==> src/rtl/arm_pkg.sv <==
// Shared types and constants for the memory-access stage: FSM state
// encoding, default SRAM base address and SRAM data width.
package arm_pkg;

  typedef enum logic [1:0] {
    IDLE = 2'd0,
    LO   = 2'd1,
    HI   = 2'd2,
    DONE = 2'd3
  } mem_state_t;

  localparam int ARM_BASE_ADDR = 1024;
  localparam int SRAM_DW       = 16;
  localparam int CNT_W         = 4;

endpackage

==> src/rtl/sram_wait_counter.sv <==
// Down-counter that times one SRAM half-access; o_tc is high while the
// count sits at zero, i.e. on the last cycle of the half.
module sram_wait_counter
  import arm_pkg::*;
#(
  parameter int W = CNT_W
) (
  input  logic         clk,
  input  logic         rst,
  input  logic         i_load,
  input  logic [W-1:0] i_load_val,
  input  logic         i_dec,
  output logic         o_tc
);

  logic [W-1:0] r_count;

  always_ff @(posedge clk or negedge rst) begin
    if (!rst) begin
      r_count <= '0;
    end else if (i_load) begin
      r_count <= i_load_val;
    end else if (i_dec && (r_count != '0)) begin
      r_count <= r_count - 1'b1;
    end
  end

  assign o_tc = (r_count == '0);

endmodule

==> src/rtl/mem_stage_sram.sv <==
// Memory-access stage: splits each 32-bit load/store into two 16-bit SRAM
// accesses with a programmable wait. Define MEM_POSTED_WRITE_EN to post stores.
//
// state | meaning
// IDLE  | waiting for a request; request seen here starts an access
// LO    | low halfword access, held WAIT_CYCLES cycles
// HI    | high halfword access, held WAIT_CYCLES cycles
// DONE  | load data valid, stage released for one cycle
module mem_stage_sram
  import arm_pkg::*;
#(
  parameter int BASE_ADDR   = ARM_BASE_ADDR,
  parameter int SRAM_AW     = 18,
  parameter int WAIT_CYCLES = 1
) (
  input  logic               clk,
  input  logic               rst,
  input  logic               mem_r_en,
  input  logic               mem_w_en,
  input  logic [31:0]        alu_res,
  input  logic [31:0]        val_rm,
  output logic [31:0]        mem_data,
  output logic               ready,
  output logic [SRAM_AW-1:0] sram_addr,
  output logic [SRAM_DW-1:0] sram_dq_o,
  input  logic [SRAM_DW-1:0] sram_dq_i,
  output logic               sram_dq_oe,
  output logic               sram_we_n
);

  localparam logic [CNT_W-1:0] LP_CNT_LD = CNT_W'(WAIT_CYCLES - 1);

  mem_state_t r_state, w_next_state;

  logic [SRAM_AW-1:0] r_sram_addr;
  logic [SRAM_DW-1:0] r_sram_dq_o;
  logic               r_sram_dq_oe;
  logic               r_sram_we_n;
  logic [31:0]        r_mem_data;
  logic [SRAM_DW-1:0] r_lo_half;

  logic               w_req;
  logic               w_store;
  logic [SRAM_AW-2:0] w_word;
  logic [SRAM_AW-2:0] w_cur_word;
  logic [SRAM_DW-1:0] w_cur_data_hi;
  logic               w_cur_store;
  logic               w_accept_ready;
  logic               w_skip_done;
  logic               w_cnt_load;
  logic               w_cnt_dec;
  logic               w_tc;
  logic               w_ready;

  assign w_req   = mem_r_en | mem_w_en;
  // A simultaneous read and write request is treated as a read only.
  assign w_store = mem_w_en & ~mem_r_en;
  assign w_word  = (SRAM_AW-1)'((alu_res - 32'(BASE_ADDR)) >> 2);

`ifdef MEM_POSTED_WRITE_EN
  logic [SRAM_AW-2:0] r_buf_word;
  logic [SRAM_DW-1:0] r_buf_data_hi;
  logic               r_buf_store;

  // Requests are captured at acceptance so a posted store can drain after
  // the pipeline has already moved on.
  always_ff @(posedge clk or negedge rst) begin
    if (!rst) begin
      r_buf_word    <= '0;
      r_buf_data_hi <= '0;
      r_buf_store   <= 1'b0;
    end else if ((r_state == IDLE) && w_req) begin
      r_buf_word    <= w_word;
      r_buf_data_hi <= val_rm[31:16];
      r_buf_store   <= w_store;
    end
  end

  assign w_cur_word     = r_buf_word;
  assign w_cur_data_hi  = r_buf_data_hi;
  assign w_cur_store    = r_buf_store;
  assign w_accept_ready = w_store;
  assign w_skip_done    = r_buf_store;
`else
  assign w_cur_word     = w_word;
  assign w_cur_data_hi  = val_rm[31:16];
  assign w_cur_store    = w_store;
  assign w_accept_ready = 1'b0;
  assign w_skip_done    = 1'b0;
`endif

  sram_wait_counter #(.W(CNT_W)) u_wait_cnt (
    .clk        (clk),
    .rst        (rst),
    .i_load     (w_cnt_load),
    .i_load_val (LP_CNT_LD),
    .i_dec      (w_cnt_dec),
    .o_tc       (w_tc)
  );

  always_ff @(posedge clk or negedge rst) begin
    if (!rst) begin
      r_state <= IDLE;
    end else begin
      r_state <= w_next_state;
    end
  end

  always_comb begin
    w_next_state = r_state;
    w_cnt_load   = 1'b0;
    w_cnt_dec    = 1'b0;
    w_ready      = 1'b0;
    case (r_state)
      IDLE: begin
        if (w_req) begin
          w_next_state = LO;
          w_cnt_load   = 1'b1;
          w_ready      = w_accept_ready;
        end else begin
          w_ready = 1'b1;
        end
      end
      LO: begin
        if (w_tc) begin
          w_next_state = HI;
          w_cnt_load   = 1'b1;
        end else begin
          w_cnt_dec = 1'b1;
        end
      end
      HI: begin
        if (w_tc) begin
          w_next_state = w_skip_done ? IDLE : DONE;
        end else begin
          w_cnt_dec = 1'b1;
        end
      end
      DONE: begin
        w_ready      = 1'b1;
        w_next_state = IDLE;
      end
      default: w_next_state = IDLE;
    endcase
  end

  // SRAM pins only move on the edges entering or leaving LO and HI.
  always_ff @(posedge clk or negedge rst) begin
    if (!rst) begin
      r_sram_addr  <= '0;
      r_sram_dq_o  <= '0;
      r_sram_dq_oe <= 1'b0;
      r_sram_we_n  <= 1'b1;
      r_mem_data   <= '0;
      r_lo_half    <= '0;
    end else begin
      if ((r_state == IDLE) && w_req) begin
        r_sram_addr  <= {w_word, 1'b0};
        r_sram_dq_o  <= val_rm[15:0];
        r_sram_dq_oe <= w_store;
        r_sram_we_n  <= ~w_store;
      end
      if ((r_state == LO) && w_tc) begin
        r_sram_addr <= {w_cur_word, 1'b1};
        r_sram_dq_o <= w_cur_data_hi;
        r_lo_half   <= sram_dq_i;
      end
      if ((r_state == HI) && w_tc) begin
        r_sram_dq_oe <= 1'b0;
        r_sram_we_n  <= 1'b1;
        if (!w_cur_store) begin
          r_mem_data <= {sram_dq_i, r_lo_half};
        end
      end
    end
  end

  assign ready      = w_ready;
  assign mem_data   = r_mem_data;
  assign sram_addr  = r_sram_addr;
  assign sram_dq_o  = r_sram_dq_o;
  assign sram_dq_oe = r_sram_dq_oe;
  assign sram_we_n  = r_sram_we_n;

endmodule

==> config.mk <==
export PLATFORM = sky130hd
export DESIGN_NAME = mem_stage_sram
export DESIGN_NICKNAME = d
export VERILOG_FILES = /design/src/rtl/arm_pkg.sv /design/src/rtl/sram_wait_counter.sv /design/src/rtl/mem_stage_sram.sv
export SDC_FILE = /design/constraint.sdc
export NUM_CORES = 1
export LEC_CHECK = 0
export ABC_AREA = 1
export ABC_CLOCK_PERIOD_IN_PS = 2300
export BUFFER_PORTS_ARGS = -buffer_cell sky130_fd_sc_hd__buf_2
export CAP_MARGIN = 20
export CORE_MARGIN = 4
export CORE_UTILIZATION = 49
export DETAILED_ROUTE_END_ITERATION = 7
export PLACE_DENSITY = 0.8
export REMOVE_ABC_BUFFERS = 1
export SLEW_MARGIN = 20
export SYNTH_ARGS = -nofsm -noshare
export SYNTH_HDL_FRONTEND = slang
export SYNTH_HIERARCHICAL = 1
export SYNTH_SLANG_ARGS = --single-unit
==> constraint.sdc <==
create_clock -name clk -period 2.3 [get_ports clk]
set_clock_uncertainty 0.15 [all_clocks]
set_input_delay 0.69 -clock clk [delete_from_list [all_inputs] [get_ports clk]]
set_output_delay 0.69 -clock clk [all_outputs]
set_load 0.02 [all_outputs]
# Word level (Yosys, flattened, before mapping)
# Index checks and enable logic that the tools add are counted.
# totals
romBits	0
regBits	90
memories	0
out_inout_bits	69
mem_bits_rw	0
latch_bits	0
# classes
n_bitwise	4
shifts	0
n_mul	0
div_mod_pow	0
muxes	21
n_addsub	2
eq_ne	6
order_cmp	0
reduce_logical	13
# ops
operator	count
$mux W18	2
$mux W16	2
$sub A19 B11 Y19 const B	1
$mux W1	9
$mux W4	2
$pmux W2 S4	1
$mux W2	3
$ne A2 B2 Y1 const B	3
$reduce_bool A2 Y1	3
$eq A2 B2 Y1 const B	2
$logic_and A1 B1 Y1	4
$logic_not A4 Y1	1
$pmux W1 S2	2
$reduce_bool A4 Y1	1
$sub A4 B1 Y4 const B	1
$reduce_and A3 Y1	1
$eq A2 B1 Y1 const B	1
$logic_not A2 Y1	1
$not A1 Y1	2
$reduce_and A2 Y1	1
$reduce_or A2 Y1	1
$and A1 B1 Y1	1
$or A1 B1 Y1	1

# Logic depth before layout (Yosys ltp)
# Gate-level depths: netlist of the first run.
# logic_depth
ltp_word	6
ltp_mapped	12
depth_no_buf	11

# By module
# The synthesis of the first run kept the hierarchy.
# modules_own_cells
mod	n_inst	cells_each	area_per_inst_um2	seq_area_each_um2
mem_stage_sram	1	421	3704.8	2153.3
sram_wait_counter	1	46	295.3	100.1

# Worst setup path after synthesis of the first run
# OpenSTA, ideal clock, no wires.
# synth_path
path_type	input -> output
start	input port mem_r_en
end	output port ready
setup_slack_ns	0.277
required_ns	1.460
arrival_ns	1.183
cell_stages	3
n_path_buf	0
cell_sequence	nor2_1 > nand2_1 > a21oi_1
# synth_via
elab_chain_cells	3
# synth_rtl
element	line	text
start: declaration	mem_stage_sram.sv:18	input logic mem_r_en,
$or A1 B1 Y1	mem_stage_sram.sv:55	assign w_req = mem_r_en | mem_w_en;
$mux W1	mem_stage_sram.sv:116	if (w_req) begin
$pmux W1 S2	mem_stage_sram.sv:114	case (r_state)
end: declaration	mem_stage_sram.sv:23	output logic ready,
# No other way between the ends.

# Final worst setup path of the first run
# layout_path
start	register r_state[1]
end	output port ready
# layout_via
elab_chain_cells	2
word_cells_on_any_way	3
cone_classes	1 x eq/ne; 1 x mux; 1 x reduce/logical
# layout_rtl
element	line	text
start: declaration	mem_stage_sram.sv:33	mem_state_t r_state, w_next_state;
start signal: assignment	mem_stage_sram.sv:105	r_state <= w_next_state;
$eq A2 B2 Y1 or $logic_not A2 Y1 (tied branches)	mem_stage_sram.sv:114	
$pmux W1 S2 *	mem_stage_sram.sv:114	
# Every way passes the cells marked *; elsewhere a longest branch is shown, timed or not.

==> results of run 1 <==
==> power groups by stage <==
stage	clock (mW)	sequential [mW]	combinational [mW]
2_1_floorplan	0	3.49	1.55
3_3_place_gp	0	2.78	3.35
3_5_place_dp	0	2.82	3.46
4_1_cts	1.10	2.80	3.50
5_1_grt	1.18	2.89	3.93
6_report	1.06	2.79	3.52
==> final cells by class <==
class | count | area (µm²) | area share
sequential | 90 | 2250 | 0.451
multi-input combinational | 302 | 1420 | 0.284
timing repair buffer | 148 | 786 | 0.157
inverter | 57 | 214 | 0.0428
clock buffer | 12 | 145 | 0.0290
tap | 102 | 128 | 0.0255
clock inverter | 4 | 51.3 | 0.0103
==> worst min path at each step <==
| stage | slack, ns | cells past startpoint | start | to |
|---|---|---|---|---|
| after detailed placement | 0.31 | 2 | sram_addr[2]$_DFFE_PN0P_ | sram_addr[2]$_DFFE_PN0P_ |
| after CTS | 0.25 | 2 | rst | sram_addr[16]$_DFFE_PN0P_ |
| after global routing | 0.25 | 2 | rst | sram_addr[16]$_DFFE_PN0P_ |
| after global placement | 0.30 | 2 | sram_addr[6]$_DFFE_PN0P_ | sram_addr[6]$_DFFE_PN0P_ |
| final | 0.23 | 2 | rst | sram_addr[16]$_DFFE_PN0P_ |
| after floorplan | 0.24 | 0 | rst | mem_data[0]$_DFFE_PN0P_ |
==> layer usage <==
metal  vias up  share of wire
li1       1752              -
met4         0          0.021
met5         -              0
met1      1642           0.42
met2       108           0.51
met3        20          0.048
==> through the flow <==
| stage | cells | worst slack, ns | power (mW) |
|---|---|---|---|
| 2_1_floorplan | 449 | -0.404 | 5.04 |
| 3_3_place_gp | 696 | 0.167 | 6.13 |
| 3_5_place_dp | 696 | 0.163 | 6.28 |
| 4_1_cts | 712 | 0.0271 | 7.39 |
| 5_1_grt | 715 | 0.0115 | 8.00 |
| 6_report | 715 | 0.0834 | 7.37 |
==> cells in the mapped netlist <==
master / instances / area, µm²
buf_4: 6 / 45.0
a21oi_1: 2 / 10.0
o21ai_1: 12 / 60.1
inv_1: 53 / 199
ha_1: 6 / 75.1
nor2_2: 1 / 6.26
buf_6: 3 / 33.8
nand4_1: 1 / 6.26
nand2_2: 4 / 25.0
nand2_4: 2 / 22.5
clkbuf_2: 1 / 5.00
o21ai_0: 47 / 235
or2_2: 1 / 6.26
nor2_1: 29 / 109
clkbuf_1: 3 / 11.3
nand3_4: 1 / 17.5
inv_2: 3 / 11.3
nand2_1: 145 / 544
nand3_1: 25 / 125
dfrtp_1: 89 / 2230
a31oi_1: 18 / 113
o21ai_4: 1 / 16.3
buf_2: 8 / 40.0
a21o_1: 1 / 7.51
dfstp_2: 1 / 26.3
nand3b_1: 2 / 15.0
conb_1: 1 / 3.75
clkinv_1: 1 / 3.75
==> sequential cells by signal (all words and copies together) (netlist names) <==
signal	cells
sram_we_n	1
r_state	2
sram_dq_oe	1
sram_dq_o	16
sram_addr	18
u_wait_cnt/r_count	4
r_lo_half	16
mem_data	32
==> critical path, delay by kind of cell (launching register included) <==
| kind | cells | cell delay [ns] |
|---|---|---|
| AOI/OAI and AO/OA | 1 | 0.12 |
| adders and majority gates | 1 | 0.17 |
| buffers and inverters | 2 | 0.25 |
| DFF | 1 | 0.43 |
| and+or+nand+nor | 1 | 0.07 |
==> cell families after synthesis <==
logic type / Yosys count
flip-flops: 90
adder cells (fa/ha/maj): 6
other: 1
AO/OA/AOI/OAI: 81
AND/OR/NAND/NOR: 211
buffers and inverters: 78
==> layout by cell type, fill, tap and decap left out, types with 2 or more instances in the layout <==
master    synthesis  layout
nand2_1         145     145
buf_2             8     135
dfrtp_1          89      88
inv_1            53      51
o21ai_0          47      47
nor2_1           29      29
nand3_1          25      25
a31oi_1          18      18
o21ai_1          12      12
buf_4             6      12
clkbuf_8          0      10
inv_2             3       5
ha_1              6       5
nand2_2           4       4
conb_1            1       4
nand2_4           2       2
a21oi_1           2       2
clkbuf_1          3       2
nand3b_1          2       2
==> repair_timing <==
item / 4_1_cts / 5_1_grt
hold endpoints to repair: 0 / 0
resized for setup: 3 / 3
setup endpoints to repair: 1 / 1
pin swaps: 0 / 0
buffers inserted: 0 / 3
==> results.toml, run 1 <==
[run_status]
status = "finished, final reports clean"

[yosys]
ys_ff_latch = 90
synth_fa_ha_area_frac = 0.0188
synthXorXnorAreaFrac = 0
synth_cell_type_count = 28
ys_warn_count = 6
yosysSeqAreaShare = 0.563
synthMuxAreaShare = 0
avgSynthCellArea_um2 = 8.57
syn-cell-area_mm2 = 0.00400
synthSimpleGateAreaFrac = 0.219
synth_top_family_by_area = "simple AND/OR/NAND/NOR gates"
synth_compound_area_frac = 0.110
syn_inst = 467

[placement]
io_buffers = 137
placed_area_mm2 = 0.00476
place.gp.congestion = 0.896
dpl.hpwl_mm = 6.61

[timing]
tightestPinTransition_ns = 0.559
rsz0062_at_grt = "no"
final.min_clock_period_ns = 2.22
finalHoldViolations = 0
finalSetupTns_ns = 0
max_slew_margin = 0.628
drv_slew = 0
period_share = 0.964
finalSetupViolations = 0
hold_ws_ns = 0.232
fmax_mhz = 451

[layout]
insertedDiodeCount = 0
post-route-util = 0.637
area_growth_pct = 25.0
drive_above_1_share = 0.294
fin_nets = 698
nFillCells = 679
final_cell_area_mm2 = 0.00500

[route]
antenna_left = 0
first_iter_violations = 166
via_per_inst = 4.93
post_drt_wl_per_cell_um = 13.0
drc_errors = 0
vias = 3522
wl_mm = 9.26
drtPass1Iterations = 4

[pwr]
comb_power_share = 0.477
vdd_drop_max_mv = 0.723
power_frac_seq = 0.378
clockPowerShare = 0.144
switchingPower_mw = 3.24
p_leak_nw = 2.78
p_int_mw = 4.13
p_per_area_mw_per_mm2 = 1470
swShare = 0.439

[clocking]
cts-root-buf = "clkbuf_8"
cts_tree = "done"
cts.clk_slew.worst_paths_ns = 0.09
cts_max_path_buffers = 2
h-tree-depth = 3
clk_latency_ns = 0.34
cts.sinks = 90
hold_buffers = 0
cts_made_buffers = 9

[setup_path]
r2r_end = "mem_data[7]$_DFFE_PN0P_"
critical_path.slowest_cell = "dfrtp_1"
crit_arrival_ns = 1.38
slowest_delay_ns = 0.43
path_class = "flop to output pin"
worstSetupEndpoint = "ready"
crit_fanout = 4
ff2ff_setup_slack_ns = 0.25
crit_start = "r_state[1]$_DFFE_PN0P_"
worst_r2r_path_depth = 8
worstPathCellList = "inv_2 > ha_4 > nand2_1 > a21oi_1 > buf_4"
critPathLaunchType = "flop"
cp-end-kind = "output pin"
reg2reg_from = "u_wait_cnt/r_count[0]$_DFFE_PN0P_"
required_ns = 1.46

[die]
io_pins = 153
die_h_um = 98.4
die_x_um = 98.4
die-area_mm2 = 0.00967
core_area_mm2 = 0.00785
initial_core_util = 0.510
rows = 32

[grt]
grt_first_pass_wirelength_mm = 15.7
grt_max_degree = 91
antenna_found_initial = 0
grt_overflow = 0
met3_usage = 0.0379
use_met2 = 0.340
top_usage_layer = "met2"
grt_use_total = 0.196
grt_use_met1 = 0.244
grt_pass1_vias = 3414

[job]
drv_cap = 0

[min_path]
min_path_type = "input port to asynchronous set/reset pin"
Power figures use the tool's default switching activity.
==> run 2: changes to the inputs <==
- RECOVER_POWER: unset -> 100
==> run 2 against run 1 <==
Die area did not move. Critical path depth did not move. Routed wire length rose by 0.54%. Count of clock-buffer cells in the layout did not move. Non-clock buffer count did not move. Global-route usage did not move. Sequential cell count did not move. Critical endpoint unchanged.
==> results.toml, run 2 (synthesized netlist as in run 1, its figures left out) <==
[run_status]
status = "finished, final reports clean"

[grt]
grt_first_pass_wirelength_mm = 15.7
antenna_found_initial = 0
grt_overflow = 0
grt_use_total = 0.196
grt_pass1_vias = 3414
grt_max_degree = 91

[pwr]
clockPowerShare = 0.149
p_leak_nw = 2.56
p_int_mw = 3.95
comb_power_share = 0.461
switchingPower_mw = 3.25
power_frac_seq = 0.391
swShare = 0.451
p_per_area_mw_per_mm2 = 1470
vdd_drop_max_mv = 0.702

[placement]
place.gp.congestion = 0.896
dp.cells = 696
placed_area_mm2 = 0.00476
io_buffers = 137
dpl.hpwl_mm = 6.61

[setup_path]
r2r_end = "sram_dq_o[4]$_DFFE_PN0P_"
ff2ff_setup_slack_ns = 0.24
cp-end-kind = "output pin"
crit_fanout = 4
critPathLaunchType = "flop"
reg2reg_from = "u_wait_cnt/r_count[0]$_DFFE_PN0P_"
required_ns = 1.46
path_class = "flop to output pin"
worst_r2r_path_depth = 9
crit_arrival_ns = 1.38

[die]
die_h_um = 98.4
die-area_mm2 = 0.00967
rows = 32
io_pins = 153
initial_core_util = 0.510
core_area_mm2 = 0.00785
die_x_um = 98.4

[timing]
finalHoldViolations = 0
hold_ws_ns = 0.329
rsz0062_at_grt = "no"
tightestPinTransition_ns = 1.18
finalSetupTns_ns = 0
drv_slew = 0
max_slew_margin = 0.211
period_share = 0.964
final.min_clock_period_ns = 2.22
fmax_mhz = 451
finalSetupViolations = 0

[route]
antenna_left = 0
drc_errors = 0
first_iter_violations = 185
vias = 3533
post_drt_wl_per_cell_um = 13.0
drtPass1Iterations = 4
via_per_inst = 4.94
wl_mm = 9.31

[layout]
final_cells = 715
post-route-util = 0.623
area_growth_pct = 22.3
final_cell_area_mm2 = 0.00489
layout_common_cells = "148 x nand2_1, 88 x dfrtp_1, 70 x clkbuf_1"
fin_nets = 698
largest_reg_flops = 32
final_common_cell = "nand2_1"
insertedDiodeCount = 0
drive_above_1_share = 0.176

[clocking]
cts.clk_slew.worst_paths_ns = 0.08
cts_tree = "done"
cts_made_buffers = 9
clk_latency_ns = 0.34
cts_max_path_buffers = 2
cts.sinks = 90
h-tree-depth = 3
cts-root-buf = "clkbuf_8"
hold_buffers = 0

[min_path]
min_to = "sram_addr[3]$_DFFE_PN0P_"
whs_path_depth = 2
min_path_type = "flop to flop"
hold_start = "sram_addr[3]$_DFFE_PN0P_"

[job]
drv_cap = 0
run 2: changes by cell type in the layout (fill, tap and decap cells not counted):
cell      delta
o21ai_1     -11
inv_2        -1
clkbuf_1    +68
buf_4        -3
inv_1        +1
buf_2       -68
nand2_2      -3
clkbuf_2     +1
nand2_1      +3
clkbuf_4     +3
o21ai_0     +11
buf_12       -1
run 2: worst max-delay path by stage:
| stage | from | end | slack, ns | cells after the start |
|---|---|---|---|---|
| after floorplan | u_wait_cnt/r_count[0]$_DFFE_PN0P_ | sram_addr[10]$_DFFE_PN0P_ | -0.40 | 9 |
| after global placement | mem_r_en | ready | 0.17 | 5 |
| after detailed placement | mem_r_en | ready | 0.16 | 5 |
| after CTS | r_state[1]$_DFFE_PN0P_ | ready | 0.03 | 5 |
| after global routing | u_wait_cnt/r_count[0]$_DFFE_PN0P_ | sram_dq_o[3]$_DFFE_PN0P_ | 0.009 | 9 |
| final | r_state[1]$_DFFE_PN0P_ | ready | 0.08 | 5 |
run 2: cell type report:
type                    count  area (µm²)
clock buffers              12         145
clock inverters             4        51.3
fillers                   722        2960
inverters                  57         214
multi-input cells         302        1410
flip-flops and latches     90        2250
well taps                 102         128
repair buffers            148         686
run 2: critical path, stage by stage (launching register included):
cell and delay (ns):
dfrtp_1 0.43, inv_2 0.10, ha_4 0.17, nand2_1 0.07
a21oi_1 0.12, buf_4 0.15
run 2: timing repair:
item	4_1_cts	5_1_grt
buffers inserted	0	3
setup endpoints to repair	1	1
gates resized for setup	3	3
pin swaps	0	0
run 2: power groups by stage:
stage          sequential [mW]  clock (mW)  combinational (mW)
2_1_floorplan             3.49           0                1.55
3_3_place_gp              2.78           0                3.35
3_5_place_dp              2.82           0                3.46
4_1_cts                   2.80        1.10                3.50
5_1_grt                   2.91        1.18                3.74
6_report                  2.81        1.07                3.31
run 2: per-layer routing:
metal / part of all wire / global-route usage / vias to the layer above / routed length, µm
met5: 0 / 0 / - / 0
met4: 0.021 / 0.0704 / 0 / 195
met3: 0.057 / 0.0379 / 20 / 533
met2: 0.51 / 0.340 / 123 / 4730
met1: 0.41 / 0.244 / 1634 / 3850
li1: - / - / 1756 / -
run 2: metrics by stage:
step | worst slack, ns | power, mW
final | 0.0835 | 7.20
after global routing | 0.00873 | 7.82
after CTS | 0.0271 | 7.39
after detailed placement | 0.163 | 6.28
after global placement | 0.167 | 6.13
after floorplan | -0.404 | 5.04
